[config.mk]
export PLATFORM = sky130hd
export DESIGN_NAME = uart_receiver
export DESIGN_NICKNAME = d
export VERILOG_FILES = /design/src/rtl/uart_receiver.sv
export SDC_FILE = /design/constraint.sdc
export NUM_CORES = 1
export LEC_CHECK = 0
export BUFFER_PORTS_ARGS = -buffer_cell sky130_fd_sc_hd__clkbuf_2
export CORE_MARGIN = 2
export CORE_UTILIZATION = 38
export CTS_BUF_LIST = sky130_fd_sc_hd__clkbuf_2
export CTS_CLUSTER_SIZE = 40
export DETAILED_ROUTE_END_ITERATION = 16
export GPL_ROUTABILITY_DRIVEN = 0
export SYNTH_ARGS = -nofsm -noshare
export SYNTH_HDL_FRONTEND = slang
export SYNTH_SLANG_ARGS = --single-unit
[constraint.sdc]
create_clock -name clk -period 3.97 [get_ports clk]
set_input_delay 0.1985 -clock clk [delete_from_list [all_inputs] [get_ports clk]]
set_output_delay 0.1985 -clock clk [all_outputs]
set_load 0.1 [all_outputs]
[src/rtl/uart_receiver.sv]
`default_nettype none
// ============================================================================
// Module   : uart_receiver
// Brief    : 8E1 UART receiver with mid-bit sampling, parity/stop checks and
//            one-cycle valid strobe. Optional macro: UART_RX_MAJORITY_VOTE_EN.
// Revision : 1.0
// ============================================================================
module uart_receiver #(
   parameter int CLKS_PER_BIT = 5208,
   parameter int HALF_BIT     = CLKS_PER_BIT / 2
) (
   input  logic       clk,
   input  logic       reset,
   input  logic       serial_input_rx,
   output logic [7:0] data_out,
   output logic       rx_valid,
   output logic       parity_error,
   output logic       frame_error,
   output logic       busy
);

`ifdef UART_RX_MAJORITY_VOTE_EN
   localparam int C_MV = 1;
`else
   localparam int C_MV = 0;
`endif

   // The vote decision lands one cycle after the nominal point; reloading the
   // timer with 1 keeps later sample windows centred on the nominal points.
   localparam logic [15:0] c_start_pt = 16'(HALF_BIT - 1 + C_MV);
   localparam logic [15:0] c_bit_pt   = 16'(CLKS_PER_BIT - 1 + C_MV);
   localparam logic [15:0] c_reload   = 16'(C_MV);

   typedef enum logic [2:0] {
      S_IDLE   = 3'd0,
      S_START  = 3'd1,
      S_DATA   = 3'd2,
      S_PARITY = 3'd3,
      S_STOP   = 3'd4,
      S_BREAK  = 3'd5
   } state_t;

   state_t      r_state;
   state_t      w_state_nxt;
   logic        r_sync1;
   logic        r_rx_s;
   logic [15:0] r_timer;
   logic [2:0]  r_idx;
   logic [7:0]  r_shift;
   logic        r_par;
   logic        w_tick;
   logic        w_bit;
   logic        w_active;
   logic        w_stay_active;

   always_ff @(posedge clk or negedge reset) begin
      if (!reset) begin
         r_sync1 <= 1'b1;
         r_rx_s  <= 1'b1;
      end else begin
         r_sync1 <= serial_input_rx;
         r_rx_s  <= r_sync1;
      end
   end

`ifdef UART_RX_MAJORITY_VOTE_EN
   logic [1:0] r_hist;

   always_ff @(posedge clk or negedge reset) begin
      if (!reset) begin
         r_hist <= 2'b11;
      end else begin
         r_hist <= {r_hist[0], r_rx_s};
      end
   end

   assign w_bit = (r_hist[1] & r_hist[0]) | (r_hist[1] & r_rx_s) | (r_hist[0] & r_rx_s);
`else
   assign w_bit = r_rx_s;
`endif

   assign w_active      = (r_state == S_START) || (r_state == S_DATA) ||
                          (r_state == S_PARITY) || (r_state == S_STOP);
   assign w_stay_active = (w_state_nxt == S_DATA) || (w_state_nxt == S_PARITY) ||
                          (w_state_nxt == S_STOP);
   assign busy          = (r_state != S_IDLE);

   always_ff @(posedge clk or negedge reset) begin
      if (!reset) begin
         r_state <= S_IDLE;
      end else begin
         r_state <= w_state_nxt;
      end
   end

   always_comb begin
      w_state_nxt = r_state;
      w_tick      = (r_state == S_START) ? (r_timer == c_start_pt) : (r_timer == c_bit_pt);
      case (r_state)
         S_IDLE:   if (!r_rx_s) w_state_nxt = S_START;
         S_START:  if (w_tick) w_state_nxt = w_bit ? S_IDLE : S_DATA;
         S_DATA:   if (w_tick && (r_idx == 3'd7)) w_state_nxt = S_PARITY;
         S_PARITY: if (w_tick) w_state_nxt = S_STOP;
         S_STOP:   if (w_tick) w_state_nxt = w_bit ? S_IDLE : S_BREAK;
         S_BREAK:  if (r_rx_s) w_state_nxt = S_IDLE;
         default:  w_state_nxt = S_IDLE;
      endcase
   end

   always_ff @(posedge clk or negedge reset) begin
      if (!reset) begin
         r_timer      <= '0;
         r_idx        <= '0;
         r_shift      <= '0;
         r_par        <= 1'b0;
         data_out     <= 8'h00;
         rx_valid     <= 1'b0;
         parity_error <= 1'b0;
         frame_error  <= 1'b0;
      end else begin
         rx_valid <= 1'b0;

         if (!w_active) begin
            r_timer <= '0;
         end else if (w_tick) begin
            r_timer <= w_stay_active ? c_reload : 16'd0;
         end else begin
            r_timer <= r_timer + 16'd1;
         end

         if (r_state == S_START) begin
            r_idx <= 3'd0;
         end

         if (w_tick) begin
            case (r_state)
               S_DATA: begin
                  r_shift[r_idx] <= w_bit;
                  r_idx          <= r_idx + 3'd1;
               end
               S_PARITY: r_par <= w_bit;
               S_STOP: begin
                  data_out     <= r_shift;
                  parity_error <= (^r_shift) ^ r_par;
                  frame_error  <= ~w_bit;
                  rx_valid     <= 1'b1;
               end
               default: ;
            endcase
         end
      end
   end

endmodule
`default_nettype wire

==> results.py, run 1 <==
metrics = {
    "synthesis": {
        "syn_nets": 206,
        "synth.area.top_cells": "dfrtp_1 (47%), xnor2_1 (5.9%), mux2_2 (5.6%), mux2_4 (4.1%), nor2_1 (3.2%)",
        "yosys_warnings": 0,
        "yosys_most_used_dff": "dfrtp_1",
        "synth_top_area_share_pct": 47.32,
        "ys_types": 47,
        "ys_seq_area_share_pct": 49.69,
        "synth-adder-area-share_pct": 1.690,
        "synth_top_family_by_area": "simple AND/OR/NAND/NOR gates",
        "synthArstFlopShare_pct": 100.0,
        "yosys-top-cells-count": "dfrtp_1 (42), nor2_1 (19), nand2_1 (15), xnor2_1 (15), nand3_1 (13)",
        "yosysMostFrequentCell": "dfrtp_1",
        "netlist_instances": 200,
        "synth_edf_count": 0,
        "synth_mux_area_share_pct": 10.08,
        "syn_area_sq_um": 2221,
        "synth_compound_area_share_pct": 5.803,
        "synth-simple-area-share_pct": 21.58,
        "synth_xor_area_share_pct": 8.676,
        "syn_area_per_cell_sq_um": 11.10,
        "synth-seq-cells": 44,
        "synth_top_area_cell": "dfrtp_1",
    },
    "worst_hold_path": {
        "min_from": "r_sync1$_DFF_PN1_",
        "hold_path_class": "flop to flop",
    },
    "outcome": {
        "status": "complete, no violations",
    },
    "setup_path": {
        "crit_required_ps": 4250,
        "path_class": "flop to flop",
        "start_kind": "flop",
        "r2r-start": "r_state[0]$_DFFE_PN0P_",
        "cp.arrival_ps": 2940,
        "path_max_fanout": 17,
        "worstSetupEndpointType": "flop",
        "cp-startpoint": "r_state[0]$_DFFE_PN0P_",
    },
    "final_layout": {
        "finalCoreUtilization_pct": 43.05,
        "antenna-diode-count": 0,
        "nFillCells": 554,
        "area_growth_pct": 8.056,
        "stdcell_area_sq_um": 2400,
        "layout-drive-gt1-share_pct": 22.12,
        "multi_input_area_sq_um": 1062,
        "nets": 222,
        "final_cells": 289,
        "regArea_sq_um": 1104,
    },
    "grt": {
        "grt_max_degree": 45,
        "grt_pass1_vias": 1498,
        "grt_overflow": 0,
        "grtUsageTotal_pct": 14.22,
        "antenna_found_initial": 0,
        "grt_pass1_wl_um": 7217,
    },
    "placed_design": {
        "hpwl_um": 2753,
        "dp.cells": 279,
        "post_dp_cell_area_sq_um": 2341,
        "port_buffers": 14,
    },
    "sta": {
        "worstMarginPinSlew_ps": 1072,
        "finalCriticalPeriod_ps": 2661,
        "fin_tns_setup_ps": 0,
        "finClkSkew_ps": 10.79,
        "slew_headroom_pct": 28.52,
        "rsz0062_at_grt": "false",
        "finalCritPeriodShare_pct": 67.03,
        "finalSetupViolCount": 0,
        "fmax_ghz": 0.3758,
        "final_hold_viol_count": 0,
        "slew_violations": 0,
    },
    "die": {
        "fp.dieArea_sq_um": 6472,
        "coreArea_sq_um": 5574,
        "ios": 15,
        "die_h_um": 80.45,
        "start_util_pct": 39.84,
        "placementRows": 27,
        "fp.dieW_um": 80.45,
    },
    "job": {
        "drv_cap": 0,
    },
    "clocking": {
        "cts_sinks": 44,
        "clk_latency_ps": 400,
        "root_buffer": "clkbuf_2",
        "h-tree-depth": 2,
        "cts_buffer_depth": 2,
        "clk_pin_slew_ps": 210,
        "cts_setup_buffers": 0,
        "cts_tree": "yes",
        "numCtsBuffers": 5,
    },
    "drt": {
        "drc": 0,
        "vias": 1529,
        "drt-initial-drc-count": 91,
        "ant_nets": 0,
        "wl_um": 3984,
        "via_per_inst": 5.291,
        "wl_per_cell_um": 13.79,
        "drt_pass1_iterations": 5,
    },
    "power": {
        "vdd_drop_max_v": 0.00008955,
        "power.leakage_nw": 1.068,
        "power_uw": 641.8,
        "power.density_nw_per_um2": 267.5,
    },
}
[metrics by stage]
stage	worst slack, ps	hold WS (ps)
2_1_floorplan	1870	-97.09
3_3_place_gp	1385	292.1
3_5_place_dp	1327	291.5
4_1_cts	1306	373.8
5_1_grt	986.3	366.7
6_report	1309	371.2
[worst paths after layout]
check,to,cells after the start,slack (ps)
max reg2reg,r_timer[8]$_DFF_PN0_,5,1310
max in group asynchronous,r_shift[5]$_DFFE_PN0P_,2,2830
min reg2reg,r_rx_s$_DFF_PN1_,0,370
max,r_timer[8]$_DFF_PN0_,5,1310
min in group asynchronous,r_timer[5]$_DFF_PN0_,2,490
min,r_rx_s$_DFF_PN1_,0,370
[layer usage]
metal / routed length (um) / global-route usage [%]
met3: 142 / 3.708
met2: 1763 / 21.58
met5: 0 / 0
met1: 2011 / 19.76
met4: 67 / 4.576
[cells by family (layout without fill, tap and decap cells)]
group | count (synthesis) | count (layout)
XOR/XNOR | 22 | 22
multiplexers | 18 | 18
flip-flops | 44 | 44
AND/OR/NAND/NOR | 84 | 84
buffers and inverters | 11 | 28
adder cells (fa/ha/maj) | 3 | 3
AO/OA/AOI/OAI | 18 | 18
[registers in the layout (all words and copies together) (netlist names)]
name / count
r_timer: 16
parity_error: 1
r_idx: 3
r_sync1: 1
data_out: 8
r_par: 1
frame_error: 1
rx_valid: 1
r_shift: 8
r_rx_s: 1
r_state: 3
[power breakdown]
part,total [mW],internal (mW),leakage [nW],switching (mW)
sequential,0.453,0.451,0.593,0.00209
combinational,0.0109,0.00222,0.445,0.00871
clock,0.178,0.0395,0.0302,0.138
total,0.642,0.493,1.07,0.149
[cell type report]
class | instances | share of cell area, %
Clock inverter | 3 | 0.5735
Inverter | 4 | 0.6257
Sequential cell | 44 | 45.99
Tap cell | 72 | 3.754
Timing Repair Buffer | 16 | 3.754
Clock buffer | 5 | 1.043
Multi-Input combinational cell | 145 | 44.26
[critical path, cell delays in order (launching register included)]
cell     delay (ps)
dfrtp_1         660
nor3b_1         310
nand3_1         160
a21oi_1         470
or2_0           780
nor2_1          150
[layout by cell type (no fill, tap or decap), types with 3 or more instances in the layout]
| cell | instances |
|---|---|
| dfrtp_1 | 42 |
| nor2_1 | 19 |
| clkbuf_2 | 19 |
| nand2_1 | 15 |
| xnor2_1 | 15 |
| nand3_1 | 13 |
| mux2_2 | 11 |
| xor2_1 | 7 |
| nor3_1 | 6 |
| mux2_4 | 6 |
| nor3b_1 | 5 |
| nand4_1 | 5 |
| a21oi_1 | 4 |
| inv_1 | 4 |
| o21ai_0 | 3 |
| and3_1 | 3 |
| o2bb2ai_1 | 3 |
| ha_1 | 3 |
[what timing repair did]
item,CTS,global route
resized for setup,0,0
endpoints found under the hold margin,43,0
hold buffers,2,0
(Power assumes the default switching activity.)
==> run 2: changes to the inputs <==
==> constraint.sdc (replaced) <==
create_clock -name clk -period 2.4 [get_ports clk]
set_input_delay 0.12 -clock clk [delete_from_list [all_inputs] [get_ports clk]]
set_output_delay 0.12 -clock clk [all_outputs]
set_load 0.1 [all_outputs]
==> run 2 against run 1 <==
Net effect: clock-buffer cell count stayed put; via count is 2.6% lower; first-iteration DRC count is 37% lower; combinational power is 77% higher; register-to-register slack worse by 1000 ps; non-clock buffer count is 7 higher; critical path depth is 1 lower; worst setup slack worse by 1000 ps; design area is 3.4% higher; fmax is 27% higher; utilization is 1.5 points higher; critical endpoint is now data_out[2]$_DFFE_PN0P_; largest power group unchanged.
==> results.py, run 2 (same netlist as run 1, synthesis figures left out) <==
metrics = {
    "placed_design": {
        "port_buffers": 14,
        "hpwl_um": 2744,
        "post_dp_cell_area_sq_um": 2394,
    },
    "worst_hold_path": {
        "hold_path_class": "primary input to asynchronous set/reset pin",
    },
    "sta": {
        "fmax_ghz": 0.4767,
        "slew_headroom_pct": 63.66,
        "finClkSkew_ps": 23.73,
        "finalCritPeriodShare_pct": 87.41,
        "rsz0062_at_grt": "false",
        "fin_tns_setup_ps": 0,
        "finalCriticalPeriod_ps": 2098,
        "worstMarginPinSlew_ps": 545.2,
        "finalSetupViolCount": 0,
        "final_hold_viol_count": 0,
        "slew_violations": 0,
    },
    "clocking": {
        "cts_buffer_depth": 2,
        "clk_pin_slew_ps": 240,
        "cts_setup_buffers": 0,
        "root_buffer": "clkbuf_2",
        "cts_sinks": 44,
        "clk_latency_ps": 400,
        "cts_tree": "yes",
        "h-tree-depth": 2,
        "numCtsBuffers": 5,
    },
    "setup_path": {
        "cp_slowest_cell": "or4_4",
        "worstSetupEndpointType": "flop",
        "path_delay_family": "simple AND/OR/NAND/NOR gates",
        "path_class": "flop to flop",
        "path_max_fanout": 12,
        "worstPathCellList": "nor4_2 > nand4b_2 > or4_4 > mux2_4",
        "crit_required_ps": 2710,
        "cpPeakStageDelay_ps": 660,
        "cp.arrival_ps": 2410,
        "crit_buf_inv": 0,
        "start_kind": "flop",
    },
    "grt": {
        "grt_overflow": 0,
        "grt_util_met1_pct": 20.75,
        "use_met2_pct": 20.00,
        "grt_pass1_wl_um": 7079,
        "antenna_found_initial": 0,
        "grtUsageTotal_pct": 13.99,
        "grt_max_degree": 45,
        "grt-busiest-layer": "met1",
        "use_met3_pct": 3.371,
        "grt_pass1_vias": 1458,
    },
    "die": {
        "start_util_pct": 39.84,
        "fp.dieW_um": 80.45,
        "fp.dieArea_sq_um": 6472,
        "die_h_um": 80.45,
        "placementRows": 27,
        "ios": 15,
        "coreArea_sq_um": 5574,
    },
    "power": {
        "vdd_drop_max_v": 0.0002541,
        "power.leakage_nw": 1.116,
        "comb_power_share_pct": 1.6,
        "internal-power_uw": 924.7,
        "p_switching_uw": 262.3,
        "seqPwrFrac_pct": 63.2,
        "switching_share_pct": 22.10,
        "power_frac_clock_pct": 35.2,
        "power.density_nw_per_um2": 478.4,
    },
    "drt": {
        "ant_nets": 0,
        "drt_pass1_iterations": 4,
        "drt-initial-drc-count": 57,
        "vias": 1489,
        "wl_per_cell_um": 13.27,
        "drc": 0,
        "via_per_inst": 5.030,
        "wl_um": 3928,
    },
    "final_layout": {
        "area_growth_pct": 11.72,
        "nFillCells": 537,
        "top_regs": "r_timer: 16 flops, data_out: 8 flops, r_shift: 8 flops",
        "multi_input_area_sq_um": 1062,
        "nets": 229,
        "regArea_sq_um": 1104,
        "layout-drive-gt1-share_pct": 25.00,
        "largest_reg_flops": 16,
        "final_cell_mix": "dfrtp_1 (42), nor2_1 (19), clkbuf_2 (19)",
        "final_common_cell": "dfrtp_1",
        "antenna-diode-count": 0,
        "largest_register": "r_timer",
        "stdcell_area_sq_um": 2481,
    },
    "outcome": {
        "status": "complete, no violations",
    },
    "job": {
        "drv_cap": 0,
    },
}
run 2: cell type report:
class | instances | area share, %
tap | 72 | 3.631
multi-input combinational | 145 | 42.81
timing repair buffer | 23 | 5.749
sequential | 44 | 44.48
inverter | 4 | 0.6051
clock buffer | 5 | 1.009
clock inverter | 3 | 1.715
run 2: path summary, 6_finish.rpt:
| check | from | to | slack (ps) | depth (start not counted) |
|---|---|---|---|---|
| setup / recovery | r_timer[7]$_DFF_PN0_ | data_out[2]$_DFFE_PN0P_ | 300 | 4 |
| hold / removal | reset | r_state[2]$_DFFE_PN0P_ | 290 | 3 |
| setup reg to reg | r_timer[7]$_DFF_PN0_ | data_out[2]$_DFFE_PN0P_ | 300 | 4 |
| hold reg to reg | r_sync1$_DFF_PN1_ | r_rx_s$_DFF_PN1_ | 380 | 0 |
| max in group asynchronous | reset | frame_error$_DFFE_PN0P_ | 1730 | 3 |
| min in group clk | serial_input_rx | r_sync1$_DFF_PN1_ | 310 | 2 |
run 2: power groups by stage:
stage | clock, mW | combinational (mW) | sequential, mW
3_5_place_dp | 0 | 0.0186 | 0.762
2_1_floorplan | 0 | 0.00231 | 0.759
4_1_cts | 0.437 | 0.0210 | 0.750
3_3_place_gp | 0 | 0.0183 | 0.762
6_report | 0.418 | 0.0193 | 0.750
5_1_grt | 0.462 | 0.0240 | 0.751
run 2: metal layers:
metal	vias to the layer above	routed length [um]
met3	2	117
met4	0	27
met1	708	2131
met2	18	1651
li1	761	-
met5	-	0
run 2: repair_timing:
action,in CTS,in global routing
endpoints found under the hold margin,43,0
endpoints found under the setup margin,0,10
hold buffers,2,0
gates resized for setup,0,1
run 2: metrics by stage:
stage	setup slack [ps]	total power, mW	util, %	cells	hold slack, ps
floorplan	300.3	0.7617	-	200	-175.6
global placement	289.8	0.7806	42.94	286	211.5
detailed placement	173.2	0.7808	42.94	286	213.3
CTS	133.4	1.208	44.51	296	284.2
global route	213.5	1.237	44.51	296	284.7
finish	302.3	1.187	44.51	296	289.4
run 2: tightest hold or removal path, stage by stage:
cell	delay (ps)
dlygate4sd3_1	520
clkbuf_2	90
buf_4	450
==> run 3: changes to the inputs <==
--- a/config.mk
+++ b/config.mk
@@ -12,6 +12,7 @@
 export CTS_CLUSTER_SIZE = 40
 export DETAILED_ROUTE_END_ITERATION = 16
 export GPL_ROUTABILITY_DRIVEN = 0
+export RECOVER_POWER = 25
 export SYNTH_ARGS = -nofsm -noshare
 export SYNTH_HDL_FRONTEND = slang
 export SYNTH_SLANG_ARGS = --single-unit
==> run 3 against run 2 <==
Net effect: final cell count unchanged; largest power group unchanged; total power about the same; non-clock buffer count stayed put; global-route usage did not move; via count about the same; design area is 0.10% lower; critical endpoint unchanged; fmax barely moved.
==> results.py, run 3 (same netlist as run 1, synthesis figures left out) <==
metrics = {
    "grt": {
        "grt_max_degree": 45,
        "antenna_found_initial": 0,
        "grtUsageTotal_pct": 13.99,
        "grt_pass1_wl_um": 7079,
        "grt_overflow": 0,
        "grt_pass1_vias": 1458,
    },
    "setup_path": {
        "reg2reg_setup_slack_ps": 300,
        "start_kind": "flop",
        "cp_slowest_cell": "or4_4",
        "rr_worst_depth": 4,
        "crit_required_ps": 2710,
        "path_delay_family": "simple AND/OR/NAND/NOR gates",
        "cpPeakStageDelay_ps": 660,
        "path_max_fanout": 12,
        "crit_buf_inv": 0,
        "r2r-start": "r_timer[7]$_DFF_PN0_",
        "worstSetupEndpointType": "flop",
        "cp.arrival_ps": 2410,
        "worstPathCellList": "nor4_2 > nand4b_2 > or4_4 > mux2_4",
        "r2r-end": "data_out[2]$_DFFE_PN0P_",
        "path_class": "flop to flop",
    },
    "final_layout": {
        "top_regs": "r_timer: 16 flops, data_out: 8 flops, r_shift: 8 flops",
        "largest_register": "r_timer",
        "layout-drive-gt1-share_pct": 25.00,
        "nets": 229,
        "regArea_sq_um": 1104,
        "final_cell_mix": "dfrtp_1 (42), clkbuf_2 (20), nor2_1 (19)",
        "multi_input_area_sq_um": 1062,
        "largest_reg_flops": 16,
        "final_common_cell": "dfrtp_1",
        "nFillCells": 538,
        "area_growth_pct": 11.61,
        "antenna-diode-count": 0,
    },
    "clocking": {
        "clk_latency_ps": 400,
        "cts_tree": "yes",
        "cts_buffer_depth": 2,
        "numCtsBuffers": 5,
        "h-tree-depth": 2,
        "root_buffer": "clkbuf_2",
        "clk_pin_slew_ps": 240,
        "cts_sinks": 44,
        "cts_setup_buffers": 0,
    },
    "sta": {
        "final_hold_viol_count": 0,
        "slew_headroom_pct": 28.74,
        "fin_tns_setup_ps": 0,
        "finClkSkew_ps": 23.74,
        "setup_ws_ps": 302.2,
        "fmax_ghz": 0.4767,
        "finalCritPeriodShare_pct": 87.41,
        "finalCriticalPeriod_ps": 2098,
        "finalSetupViolCount": 0,
        "rsz0062_at_grt": "false",
        "worstMarginPinSlew_ps": 1069,
        "slew_violations": 0,
    },
    "power": {
        "power.leakage_nw": 1.115,
        "vdd_drop_max_v": 0.0002541,
        "power.density_nw_per_um2": 478.7,
    },
    "die": {
        "start_util_pct": 39.84,
        "coreArea_sq_um": 5574,
        "placementRows": 27,
        "die_h_um": 80.45,
        "fp.dieArea_sq_um": 6472,
        "fp.dieW_um": 80.45,
        "ios": 15,
    },
    "job": {
        "drv_cap": 0,
    },
    "drt": {
        "wl_um": 3927,
        "wl_per_cell_um": 13.27,
        "via_per_inst": 5.034,
        "drc": 0,
        "vias": 1490,
        "drt_pass1_iterations": 4,
        "drt-initial-drc-count": 50,
        "ant_nets": 0,
    },
    "placed_design": {
        "port_buffers": 14,
        "hpwl_um": 2744,
        "dp_slack_ps": 173.2,
    },
    "worst_hold_path": {
        "min_from": "serial_input_rx",
        "holdPathEnd": "r_sync1$_DFF_PN1_",
        "min_path_cells": 2,
        "hold_path_class": "primary input to flop",
    },
    "outcome": {
        "status": "complete, no violations",
    },
}
==> run 3: stage by stage <==
stage	instance area (sq um)	hold slack (ps)	power, mW	std cells	utilization [%]
final	2479	309.3	1.186	296	44.47
after global routing	2479	284.7	1.236	296	44.47
after CTS	2481	284.2	1.208	296	44.51
after detailed placement	2394	213.3	0.7808	286	42.94
after global placement	2394	211.5	0.7806	286	42.94
after floorplan	2221	-175.6	0.7617	200	-
==> run 3: how the worst max path moves through the flow <==
stage | depth (start not counted) | end | slack (ps) | startpoint
finish | 4 | data_out[2]$_DFFE_PN0P_ | 300 | r_timer[7]$_DFF_PN0_
global route | 4 | data_out[1]$_DFFE_PN0P_ | 210 | r_timer[11]$_DFF_PN0_
CTS | 5 | r_timer[13]$_DFF_PN0_ | 130 | r_timer[7]$_DFF_PN0_
detailed placement | 5 | r_timer[9]$_DFF_PN0_ | 170 | r_timer[7]$_DFF_PN0_
global placement | 5 | r_timer[3]$_DFF_PN0_ | 290 | r_timer[7]$_DFF_PN0_
floorplan | 7 | r_timer[11]$_DFF_PN0_ | 300 | r_state[2]$_DFFE_PN0P_
==> run 3: what timing repair did <==
action	4_1_cts	5_1_grt
hold buffers	2	0
endpoints found under the setup margin	0	10
gates resized for setup	0	1
endpoints found under the hold margin	43	0
==> run 3: layout make-up <==
class | count | share of cell area [%]
tap | 72 | 3.635
timing repair buffer | 23 | 5.654
inverter | 4 | 0.6058
multi-input combinational | 145 | 42.86
clock buffer | 5 | 1.010
clock inverter | 3 | 1.716
sequential | 44 | 44.52
==> run 3: where the power goes <==
| group | switching (mW) | internal (mW) | total (mW) |
|---|---|---|---|
| registers | 0.00359 | 0.746 | 0.750 |
| clock network | 0.244 | 0.174 | 0.418 |
| logic | 0.0146 | 0.00421 | 0.0188 |
| total | 0.262 | 0.924 | 1.19 |
==> run 3: metal layers <==
metal / routed length, um / vias up / global-route usage [%]
met5: 0 / - / 0
met4: 27 / 0 / 4.237
met3: 117 / 2 / 3.371
met2: 1651 / 18 / 20.00
met1: 2130 / 709 / 20.75
li1: - / 761 / -
